$ cat config.mk
export PLATFORM = sky130hd
export DESIGN_NAME = sequenciador_pc
export DESIGN_NICKNAME = d
export VERILOG_FILES = /design/src/rtl/sequenciador_pc.sv
export SDC_FILE = /design/constraint.sdc
export NUM_CORES = 1
export LEC_CHECK = 0
export CAP_MARGIN = 20
export CELL_PAD_IN_SITES_DETAIL_PLACEMENT = 0
export CELL_PAD_IN_SITES_GLOBAL_PLACEMENT = 1
export CORE_ASPECT_RATIO = 0.8
export CORE_MARGIN = 5
export CORE_UTILIZATION = 32
export DETAILED_ROUTE_END_ITERATION = 12
export HOLD_SLACK_MARGIN = 0.15
export PLACE_DENSITY = 0.83
export SYNTH_ARGS = -nofsm -noshare
export SYNTH_HDL_FRONTEND = slang
export SYNTH_SLANG_ARGS = --single-unit
$ cat constraint.sdc
create_clock -name clock -period 3.7 [get_ports clock]
set_input_delay 0.74 -clock clock [delete_from_list [all_inputs] [get_ports clock]]
set_output_delay 0.74 -clock clock [all_outputs]
set_load 0.1 [all_outputs]
$ cat src/rtl/sequenciador_pc.sv
// sequenciador_pc: next-PC controller with PC register, one delay slot and an exception redirect.
module sequenciador_pc #(
    parameter logic [31:0] RESET_PC   = 32'h0000_0000,
    parameter logic [31:0] EXC_VECTOR = 32'h0000_0080
) (
    input  logic        clock,
    input  logic        reset,
    input  logic        stall,
    input  logic        branch_req,
    input  logic        branch_taken,
    input  logic [31:0] sinal_shift,
    input  logic        jump_req,
    input  logic [25:0] jump_alvo,
    input  logic        excecao,
    output logic [31:0] pc,
    output logic [31:0] pc_mais4,
    output logic [31:0] alvo_branch,
    output logic [31:0] epc,
    output logic        delay_slot,
    output logic [1:0]  estado
);
    localparam logic [1:0] BUSCA   = 2'd0;
    localparam logic [1:0] DESVIO  = 2'd1;
    localparam logic [1:0] EXCECAO = 2'd2;
    logic [31:0] pc_q, pc_d, epc_q, epc_d, alvo_q, alvo_d, alvo_jump;
    logic [1:0]  estado_q, estado_d;
    logic        ds_q, ds_d, redirect;
    assign pc_mais4    = pc_q + 32'd4;
    assign alvo_branch = pc_mais4 + {sinal_shift[31:2], 2'b00};
    assign alvo_jump   = {pc_mais4[31:28], jump_alvo, 2'b00};
    assign redirect    = jump_req | (branch_req & branch_taken);
    assign pc          = pc_q;
    assign epc         = epc_q;
    assign delay_slot  = ds_q;
    assign estado      = estado_q;
    always_comb begin
        pc_d     = pc_q;
        epc_d    = epc_q;
        ds_d     = ds_q;
        estado_d = estado_q;
        alvo_d   = alvo_q;
        if (excecao) begin
            epc_d    = pc_q;
            pc_d     = EXC_VECTOR;
            ds_d     = 1'b0;
            estado_d = EXCECAO;
        end else if (!stall) begin
            if (estado_q == DESVIO) begin
                pc_d     = alvo_q;
                ds_d     = 1'b0;
                estado_d = BUSCA;
            end else begin
                // EXCECAO and BUSCA fetch identically; requests in the vector slot are honoured
                pc_d     = pc_mais4;
                ds_d     = redirect;
                estado_d = redirect ? DESVIO : BUSCA;
                alvo_d   = jump_req ? alvo_jump : redirect ? alvo_branch : alvo_q;
            end
        end
    end
    always_ff @(posedge clock or posedge reset) begin
        if (reset) begin
            pc_q     <= RESET_PC;
            epc_q    <= '0;
            ds_q     <= 1'b0;
            estado_q <= BUSCA;
            alvo_q   <= '0;
        end else begin
            pc_q     <= pc_d;
            epc_q    <= epc_d;
            ds_q     <= ds_d;
            estado_q <= estado_d;
            alvo_q   <= alvo_d;
        end
    end
endmodule

==> results.ini, run 1 <==
[status]
status=finished, violations left
violations=setup timing

[setup_path]
arrival_ns=3.71
reg2reg_slack_ns=0.07
end_kind=output pin
critical_path_class=reg -> out
r2r_end=alvo_q[25]
worstPathMaxFanout=4
crit_required_ns=2.96
startpoint_type=register
rr_worst_depth=19
rr_startpoint=pc[4]

[cts]
clk_pin_slew_ns=0.08
clk_path_buf_depth=2
numCtsBuffers=9
root_buffer=clkbuf_16
cts_tree=done
cts_hold_repair.buffers=0
clock-sinks=98
clock_latency_ns=0.36
htree_levels=3

[yosys]
synth.yosys.warnings=0
synth_cell_types=54
yosysSeqAreaShare_pct=37.7
syn_area_um2=6510
avgSynthCellArea_um2=9.01
postSynthCellCount=723
synth.net_count=822
async_flop_share_pct=100
ys.flop_type=dfrtp_1
ys_ff_latch=98
synth_edf_count=0

[power]
p_leak_nw=6.05
p_per_area_nw_per_um2=273
vdd_drop_max_uv=267

[timing]
max_freq_mhz=224
tightest_slew_ns=1.02
setup_slack_ns=-0.755
setup_viol=21
hold_viol=0
skew_ns=0.0112
rsz0062_at_grt=yes
post-route-period-util_pct=120
finalSetupTns_ns=-10.43
period_needed_ns=4.45
relSlewSlack_pct=31.7
finalMaxSlewViolations=0

[detailed_routing]
routed_wl_um=26900
ant_nets=0
drt-initial-drc-count=292
via_per_inst=5.08
first_pass_iters=4
drc=0
wl_per_cell_um=19.1
vias=7169

[global_route]
overflow=0
grt_pass1_wl_um=41500
antenna_found_initial=0
grt_pass1_vias=7399
track_usage_pct=22.8
grt_max_degree=55

[place]
placed_area_um2=11800
hpwl_um=19800
place.gp.congestion=0.896
port_buffers=193

[floorplanning]
dieArea_um2=23300
core-area_um2=19900
ios=196
initial_utilization_pct=32.7
die_w_um=169
dieHeight_um=138
row_count=46

[run]
cap_viol_max_count=0

[cells_and_area]
nets=1240
n_antenna_cell=0
final_cell_area_um2=13300
area_growth_pct=104
drive_above_1_share_pct=52.6

[min_path]
worstHoldStart=alvo_q[0]
min_to=alvo_q[0]
hold_path.class=reg -> reg
hold_depth=2

## through the flow
| stage | worst slack, ns | power, mW | utilization [%] | cells | hold WS (ns) |
|---|---|---|---|---|---|
| finish | -0.755 | 3.63 | 66.9 | 1410 | 0.472 |
| global route | -0.929 | 3.78 | 66.9 | 1410 | 0.508 |
| CTS | -0.681 | 3.61 | 64.1 | 1386 | 0.474 |
| detailed placement | -0.878 | 2.62 | 59.0 | 1338 | 0.457 |
| global placement | -0.868 | 2.60 | 59.0 | 1338 | 0.452 |
| floorplan | -1.54 | 2.11 | - | 723 | 0.439 |
## how the worst max path moves through the flow
| stage | start | to | slack [ns] | depth (start not counted) |
|---|---|---|---|---|
| after floorplan | pc[4] | alvo_branch[30] | -1.54 | 15 |
| after global placement | sinal_shift[2] | alvo_branch[26] | -0.87 | 13 |
| after detailed placement | sinal_shift[2] | alvo_branch[26] | -0.88 | 13 |
| after CTS | pc[4] | alvo_branch[30] | -0.68 | 14 |
| after global routing | pc[4] | alvo_branch[25] | -0.93 | 17 |
| final | pc[4] | alvo_branch[25] | -0.75 | 17 |
## report_power, final
group,leakage [nW],total (mW),switching [mW],internal (mW)
registers,1.26,1.21,0.0517,1.15
logic,4.65,1.50,0.917,0.583
clock network,0.133,0.927,0.465,0.462
## cells by family (layout without fill, tap and decap cells)
family	after synthesis	after routing	share of synthesized area, %
simple gates	251	251	17.9
mux	58	58	9.53
buf+inv	59	482	3.90
flops	98	98	37.7
xor+xnor	55	55	7.51
fa+ha+maj	34	34	6.65
compound gates	168	168	16.8
## synthesized netlist by cell type, types with 3 or more instances
cell type	count	share of area, %
nand2_1	112	6.5
dfrtp_1	98	38
nor2_1	46	2.7
o21ai_0	44	3.4
xnor2_1	36	4.8
a21oi_1	35	2.7
ha_1	33	6.3
mux2_2	32	5.5
clkbuf_1	30	1.7
mux2i_1	26	4.0
a22oi_1	20	2.3
nand3_1	19	1.5
nor3_1	18	1.4
xor2_1	18	2.4
a21o_1	17	2.0
inv_1	13	0.75
nand2b_1	11	1.1
nand4_1	11	1.1
a221o_1	8	1.2
nor3b_1	8	0.92
a31oi_1	7	0.67
buf_1	7	0.40
a211oi_1	6	0.69
buf_4	6	0.69
nor2b_1	6	0.58
o21bai_1	6	0.69
or3_1	5	0.48
and3_1	4	0.38
o21a_1	4	0.46
a222oi_1	3	0.46
o31a_1	3	0.40
o31ai_1	3	0.35
## metal layers
layer  track usage, %  part of all wire, %  up-vias
met1             31.3                   45     3482
li1                 -                    -     3410
met3             5.42                  6.6       32
met5                0                    0        -
met4             5.50                  1.5        0
met2             36.6                   47      245
## critical path: stages (launching register included)
cell     delay, ns
dfrtp_2       0.38
nand4_1       0.12
buf_4         0.17
nor2_4        0.14
nand2_2       0.11
or3_4         0.37
xnor2_4       0.19
ha_4          0.25
a21oi_2       0.16
buf_4         0.16
nand2_1       0.06
o21ai_2       0.18
buf_4         0.15
nor2_4        0.04
o31ai_4       0.29
o21a_2        0.25
xnor2_4       0.14
buf_12        0.19
## layout by cell type (no fill, tap or decap), types with 16 or more instances in the layout
cell type,n
a21oi_1,16
a22oi_1,20
nand2_1,97
dfrtp_1,74
o21ai_0,26
ha_4,24
nor2_1,24
dfrtp_2,24
clkdlybuf4s50_1,123
mux2_2,32
buf_12,43
a21o_1,17
mux2i_1,25
xnor2_4,33
buf_6,28
xor2_4,16
buf_4,254
## area by class of cell
cell class | instances | area, um^2
fill | 1517 | 6600
multi-input combinational | 566 | 5820
timing repair buffer | 453 | 4350
sequential | 98 | 2480
tap | 264 | 330
clock buffer | 9 | 225
inverter | 13 | 53.8
clock inverter | 7 | 51.3
## registers in the layout, indices dropped and copies added (netlist names)
| signal | flops |
|---|---|
| estado | 2 |
| epc | 32 |
| alvo_q | 32 |
| pc | 32 |
## repair_timing
item,CTS,global route
cloned,0,0
setup buffers,34,30
pin swaps,81,56
gates resized for setup,109,74
setup endpoints to repair,27,26
(Power assumes the default switching activity.)
==> run 2, diff against run 1 <==
- ABC_AREA: unset -> 1
- CORE_UTILIZATION: 32 -> 31
- PLACE_DENSITY: 0.83 -> 0.84
==> results.ini, run 2 <==
[yosys]
synth_most_common_cell=nand2_1  ; unchanged
synth_compound_area_share_pct=11.9  ; was 16.8%
synth_edf_count=0  ; unchanged
ys.flop_type=dfrtp_1  ; unchanged
synth_cell_types=39  ; was 54
synth.largest_area_cell=dfrtp_1  ; unchanged
synth.net_count=1126  ; was 822
async_flop_share_pct=100  ; unchanged
yosysSeqAreaShare_pct=35.0  ; was 37.7%
syn_area_um2=7020  ; was 6510 um^2
synthTopCellsByArea=dfrtp_1 35%, nand2_1 19%, inv_1 7.4%  ; was dfrtp_1 38%, nand2_1 6.5%, ha_1 6.3%
ys_ff_latch=98  ; unchanged
synth_common_cells=359 x nand2_1, 138 x inv_1, 98 x dfrtp_1, 87 x nor2_1, 49 x o21ai_0  ; was 112 x nand2_1, 98 x dfrtp_1, 46 x nor2_1, 44 x o21ai_0, 36 x xnor2_1
muxShareOfSynthArea_pct=0  ; was 9.53%
synthAdderAreaFrac_pct=6.17  ; was 6.65%
avgSynthCellArea_um2=6.83  ; was 9.01 um^2
synth_top_family_by_area=simple AND/OR/NAND/NOR gates  ; unchanged
synth-xor-area-share_pct=4.12  ; was 7.51%
synthSimpleGateAreaFrac_pct=32.8  ; was 17.9%
synth.yosys.warnings=0  ; unchanged
yosysTopAreaCellShare_pct=35.0  ; was 37.7%
postSynthCellCount=1027  ; was 723

[cells_and_area]
area_growth_pct=83.6  ; was 104%
fin_cells=1667  ; was 1410
nFillCells=1984  ; was 1517
n_antenna_cell=0  ; unchanged
drive_above_1_share_pct=40.7  ; was 52.6%
nets=1455  ; was 1240
mostFrequentLayoutCells=265 x nand2_1, 177 x buf_4, 133 x clkdlybuf4s50_1  ; was 254 x buf_4, 123 x clkdlybuf4s50_1, 97 x nand2_1
layout_commonest_cell=nand2_1  ; was buf_4

[global_route]
grt_max_degree=52  ; was 55
track_usage_pct=21.6  ; was 22.8%
overflow=0  ; unchanged
grt_pass1_wl_um=43100  ; was 41500 um
antenna_found_initial=0  ; unchanged
grt_pass1_vias=7627  ; was 7399

[setup_path]
r2r_end=alvo_q[30]  ; was alvo_q[25]
rr_startpoint=pc[3]  ; was pc[4]
worstPathMaxFanout=4  ; unchanged
reg2reg_slack_ns=0.39  ; was 0.07 ns
critical_path_class=reg -> out  ; unchanged
crit_required_ns=2.96  ; about the same
startpoint_type=register  ; unchanged
arrival_ns=3.30  ; was 3.71 ns
end_kind=output pin  ; unchanged
rr_worst_depth=23  ; was 19

[timing]
max_freq_mhz=247  ; was 224 MHz
setup_slack_ns=-0.344  ; was -0.755 ns
relSlewSlack_pct=30.7  ; was 31.7%
rsz0062_at_grt=yes  ; unchanged
tightest_slew_ns=1.04  ; was 1.02 ns
setup_viol=23  ; was 21
period_needed_ns=4.04  ; was 4.45 ns
finalMaxSlewViolations=0  ; unchanged
post-route-period-util_pct=109  ; was 120%
skew_ns=0.00777  ; was 0.0112 ns
hold_viol=0  ; unchanged

[detailed_routing]
drc=0  ; unchanged
vias=7933  ; was 7169
drt-initial-drc-count=577  ; was 292
wl_per_cell_um=17.2  ; was 19.1 um
routed_wl_um=28600  ; was 26900 um
via_per_inst=4.76  ; was 5.08
first_pass_iters=6  ; was 4
ant_nets=0  ; unchanged

[min_path]
worstHoldStart=epc[20]  ; was alvo_q[0]
hold_path.class=reg -> reg  ; unchanged
hold_depth=2  ; unchanged
min_to=epc[20]  ; was alvo_q[0]

[status]
violations=setup timing  ; unchanged
status=finished, violations left  ; unchanged

[floorplanning]
dieHeight_um=145  ; was 138 um
die_w_um=178  ; was 169 um
row_count=49  ; was 46
initial_utilization_pct=31.4  ; was 32.7%
ios=196  ; unchanged
core-area_um2=22400  ; was 19900 um^2
dieArea_um2=25800  ; was 23300 um^2

[power]
vdd_drop_max_uv=210  ; was 267 uV
p_total_mw=3.75  ; was 3.63 mW
p_per_area_nw_per_um2=291  ; was 273 nW/um^2
p_leak_nw=5.97  ; was 6.05 nW

[place]
port_buffers=193  ; unchanged
place.gp.congestion=0.885  ; was 0.896
hpwl_um=22200  ; was 19800 um
placed_cells=1594  ; was 1338

[cts]
clock-sinks=98  ; unchanged
root_buffer=clkbuf_16  ; unchanged
clk_pin_slew_ns=0.07  ; was 0.08 ns
numCtsBuffers=9  ; unchanged
clk_path_buf_depth=2  ; unchanged
htree_levels=3  ; unchanged
cts_tree=done  ; unchanged
clock_latency_ns=0.35  ; was 0.36 ns
cts_hold_repair.buffers=0  ; unchanged

[run]
cap_viol_max_count=0  ; unchanged

[run 2: cell type report]
type / instances / area, um^2 / share of cell area [%]
Clock buffer: 12 / 267 / 2.07
Inverter: 146 / 606 / 4.70
Tap cell: 306 / 383 / 2.97
Timing Repair Buffer: 350 / 3380 / 26.3
Multi-Input combinational cell: 751 / 5740 / 44.5
Clock inverter: 4 / 25.0 / 0.194
Sequential cell: 98 / 2480 / 19.3
[run 2: per-layer routing]
metal	up-vias	global-route usage [%]	wire length, um
li1	3900	-	-
met1	3744	33.0	13700
met2	263	33.7	12700
met3	26	1.88	1850
met4	0	4.08	342
met5	-	0	0
[run 2: worst max path at each step]
stage	start	slack, ns	cells after the start	endpoint
after floorplan	pc[3]	-0.67	22	alvo_branch[31]
after global placement	pc[2]	-0.07	19	alvo_branch[30]
after detailed placement	pc[2]	-0.11	19	alvo_branch[25]
after CTS	pc[3]	-0.28	22	alvo_branch[30]
after global routing	pc[3]	-0.49	19	alvo_branch[24]
final	pc[2]	-0.34	16	alvo_branch[15]
[run 2: logic make-up after synthesis]
logic type                 Yosys count
DFF                                 98
buffers and inverters              178
adders and majority gates           34
xor gates and xnor gates            33
and+or+nand+nor                    543
AOI/OAI and AO/OA                  141
[run 2: repair_timing]
action / 4_1_cts / 5_1_grt
endpoints found under the setup margin: 23 / 24
buffers inserted: 38 / 19
gates resized for setup: 155 / 55
pin swaps: 71 / 41
[run 2: stage by stage]
stage	setup TNS (ns)	hold slack (ns)	setup WS (ns)	util [%]	cell area, um^2
2_1_floorplan	-15.91	0.449	-0.672	-	8080
6_report	-4.84	0.469	-0.344	57.6	12900
3_3_place_gp	-0.308	0.452	-0.0702	50.1	11200
3_5_place_dp	-0.681	0.457	-0.114	50.1	11200
5_1_grt	-8.01	0.496	-0.492	57.6	12900
4_1_cts	-3.81	0.473	-0.280	56.0	12500
[run 2: where the power goes]
part / total (mW) / switching, mW / internal (mW)
Sequential: 1.21 / 0.0485 / 1.16
Clock: 0.917 / 0.408 / 0.509
Combinational: 1.63 / 1.05 / 0.574
Total: 3.75 / 1.51 / 2.24
[run 2: critical path, cell delays in order (launching register included)]
cell and delay, ns:
dfrtp_2 0.44, buf_4 0.15, ha_1 0.19, nand4_1 0.15, buf_4 0.14, buf_4 0.12, xor2_4 0.17, inv_2 0.09
ha_4 0.32, nand2_4 0.09, nor2_4 0.15, and2_1 0.15, nand2_1 0.07, nand2_2 0.15, buf_6 0.14, xor2_4 0.23
buf_12 0.21
==> run 3, diff against run 2 <==
- CORE_UTILIZATION: 31 -> 34
- PLACE_DENSITY: 0.84 -> 0.87
- clock period: 3.7 -> 4.05 ns (I/O delays scaled with it)
==> results.ini, run 3 (synthesized netlist as in run 2, its figures left out) <==
[timing]
post-route-period-util_pct=103
rsz0062_at_grt=yes  ; unchanged
holdWs_ns=0.470  ; was 0.469 ns
max_freq_mhz=240
tightest_slew_ns=1.01  ; was 1.04 ns
skew_ns=0.00701  ; was 0.00777 ns
setup_slack_ns=-0.115  ; was -0.344 ns
finalMaxSlewViolations=0  ; unchanged
period_needed_ns=4.16
setup_viol=13  ; was 23
relSlewSlack_pct=32.7  ; was 30.7%
hold_viol=0  ; unchanged

[power]
power.internal_mw=2.07  ; was 2.24 mW
vdd_drop_max_uv=238  ; was 210 uV
p_sw_mw=1.33  ; was 1.51 mW
p_per_area_nw_per_um2=283  ; was 291 nW/um^2
switching_share_pct=39.1  ; was 40.2%
combPwrFrac_pct=40.2  ; was 43.3%
p_seq_share_pct=32.6  ; was 32.2%
p_leak_nw=5.55  ; was 5.97 nW
clockPowerShare_pct=27.2  ; was 24.4%

[place]
port_buffers=193  ; unchanged
place.gp.congestion=0.915  ; was 0.885
hpwl_um=21000  ; was 22200 um
placed_cells=1489  ; was 1594
preCtsSetupSlack_ns=0.0202  ; was -0.114 ns
placed_area_um2=10600  ; was 11200 um^2

[cells_and_area]
multiInputGateArea_um2=5400  ; was 5740 um^2
final_cell_area_um2=12000  ; was 12900 um^2
drive_above_1_share_pct=33.5  ; was 40.7%
area_growth_pct=71.3  ; was 83.6%
mostFrequentLayoutCells=287 x nand2_1, 135 x clkdlybuf4s50_1, 112 x inv_1  ; was 265 x nand2_1, 177 x buf_4, 133 x clkdlybuf4s50_1
n_antenna_cell=0  ; unchanged
layout_commonest_cell=nand2_1  ; unchanged
nets=1386  ; was 1455
fin_cells=1561  ; was 1667
nFillCells=1820  ; was 1984
layout.area.seq_um2=2480  ; unchanged

[status]
violations=setup timing  ; unchanged
status=finished, violations left  ; unchanged

[global_route]
grt_pass1_vias=7316  ; was 7627
antenna_found_initial=0  ; unchanged
grt_max_degree=52  ; unchanged
grt_pass1_wl_um=40700  ; was 43100 um
overflow=0  ; unchanged
track_usage_pct=22.0  ; was 21.6%

[setup_path]
slowest_delay_ns=0.42  ; was 0.44 ns
rr_worst_depth=19  ; was 23
arrival_ns=3.35  ; was 3.30 ns
crit_required_ns=3.24  ; was 2.96 ns
end_kind=output pin  ; unchanged
worstPathMaxFanout=4  ; unchanged
startpoint_type=register  ; unchanged
cp_cell_sequence=nand2_2 -> nor2_4 -> nand2_4 -> buf_8 -> nor3_4 -> xor2_2 -> clkinvlp_4 -> ha_4 -> nand2_4 -> inv_2 -> nand2_2 -> nand2_2 -> nand2_2 -> nand2_2 -> nand2_1 -> nand2_1 -> inv_1 -> nand2_2 -> inv_2 -> nand2_4 -> nand2_8 -> buf_12  ; was buf_4 -> ha_1 -> nand4_1 -> buf_4 -> buf_4 -> xor2_4 -> inv_2 -> ha_4 -> nand2_4 -> nor2_4 -> and2_1 -> nand2_1 -> nand2_2 -> buf_6 -> xor2_4 -> buf_12
critical_path_class=reg -> out  ; unchanged
crit_top_cell=nand2_2  ; was buf_4
crit_slowest_cell=dfrtp_2  ; unchanged

[detailed_routing]
drc=0  ; unchanged
routed_wl_um=26900  ; was 28600 um
ant_nets=0  ; unchanged
drt-initial-drc-count=655  ; was 577
first_pass_iters=5  ; was 6
via_per_inst=4.92  ; was 4.76
wl_per_cell_um=17.2  ; about the same
vias=7679  ; was 7933

[floorplanning]
row_count=47  ; was 49
core-area_um2=20500  ; was 22400 um^2
dieArea_um2=23600  ; was 25800 um^2
ios=196  ; unchanged
die_w_um=171  ; was 178 um
initial_utilization_pct=34.2  ; was 31.4%
dieHeight_um=138  ; was 145 um

[cts]
clock-sinks=98  ; unchanged
htree_levels=3  ; unchanged
cts_hold_repair.buffers=0  ; unchanged
clock_latency_ns=0.35  ; about the same
clk_pin_slew_ns=0.06  ; was 0.07 ns
numCtsBuffers=9  ; unchanged
cts_tree=done  ; unchanged
root_buffer=clkbuf_16  ; unchanged
clk_path_buf_depth=2  ; unchanged

[run]
cap_viol_max_count=0  ; unchanged

[min_path]
hold_depth=2  ; unchanged
hold_path.class=reg -> reg  ; unchanged

-- run 3: changes by cell type in the layout (fill, tap and decap cells not counted), sizes merged --
| cell | delta |
|---|---|
| buf | -71 |
| bufinv | +2 |
| clkbuf | -1 |
| clkdlybuf4s50 | +2 |
| clkinvlp | -1 |
-- run 3: power groups by stage --
stage | Sequential [mW] | Clock, mW | Combinational (mW)
after floorplan | 1.25 | 0 | 0.741
after global placement | 1.12 | 0 | 1.27
after detailed placement | 1.13 | 0 | 1.28
after CTS | 1.11 | 0.935 | 1.32
after global routing | 1.11 | 0.971 | 1.43
final | 1.11 | 0.922 | 1.37
-- run 3: worst paths after layout --
path | endpoint | start | slack, ns
max in group asynchronous | pc[4] | reset | 2.50
min in group asynchronous | epc[2] | reset | 0.88
hold / removal | epc[1] | epc[1] | 0.47
setup reg to reg | alvo_q[27] | pc[2] | 0.64
hold reg to reg | epc[1] | epc[1] | 0.47
setup / recovery | alvo_branch[31] | pc[2] | -0.11
-- run 3: cell type report --
| cell class | instances | area share, % |
|---|---|---|
| multi-input combinational | 751 | 44.9 |
| timing repair buffer | 281 | 23.9 |
| inverter | 146 | 5.04 |
| sequential | 98 | 20.7 |
| clock buffer | 11 | 2.02 |
| tap | 269 | 2.80 |
| clock inverter | 5 | 0.645 |
-- run 3: what timing repair did --
item,CTS,global route
pin swaps,38,46
buffers inserted,22,34
endpoints found under the setup margin,18,20
resized for setup,70,73
-- run 3: metrics by stage --
step / TNS [ns] / util, % / power [mW]
6_report: -0.812 / 58.6 / 3.40
5_1_grt: -3.25 / 58.6 / 3.52
4_1_cts: -0.109 / 55.8 / 3.36
3_5_place_dp: 0 / 51.6 / 2.40
3_3_place_gp: 0 / 51.6 / 2.39
2_1_floorplan: -6.91 / - / 1.99
-- run 3: critical path: cells and delay by family, from the launching register on --
family,cells,cell delay [ns]
AND/OR/NAND/NOR,14,1.24
buffers and inverters,6,0.70
flip-flops,1,0.42
XOR/XNOR,1,0.26
adder cells (fa/ha/maj),1,0.37
-- run 3: routing by layer --
metal	vias up	GRT usage [%]	wire, um
met5	-	0	0
met4	0	5.00	331
met3	18	1.68	1580
met2	233	34.2	12300
met1	3651	33.3	12700
li1	3777	-	-
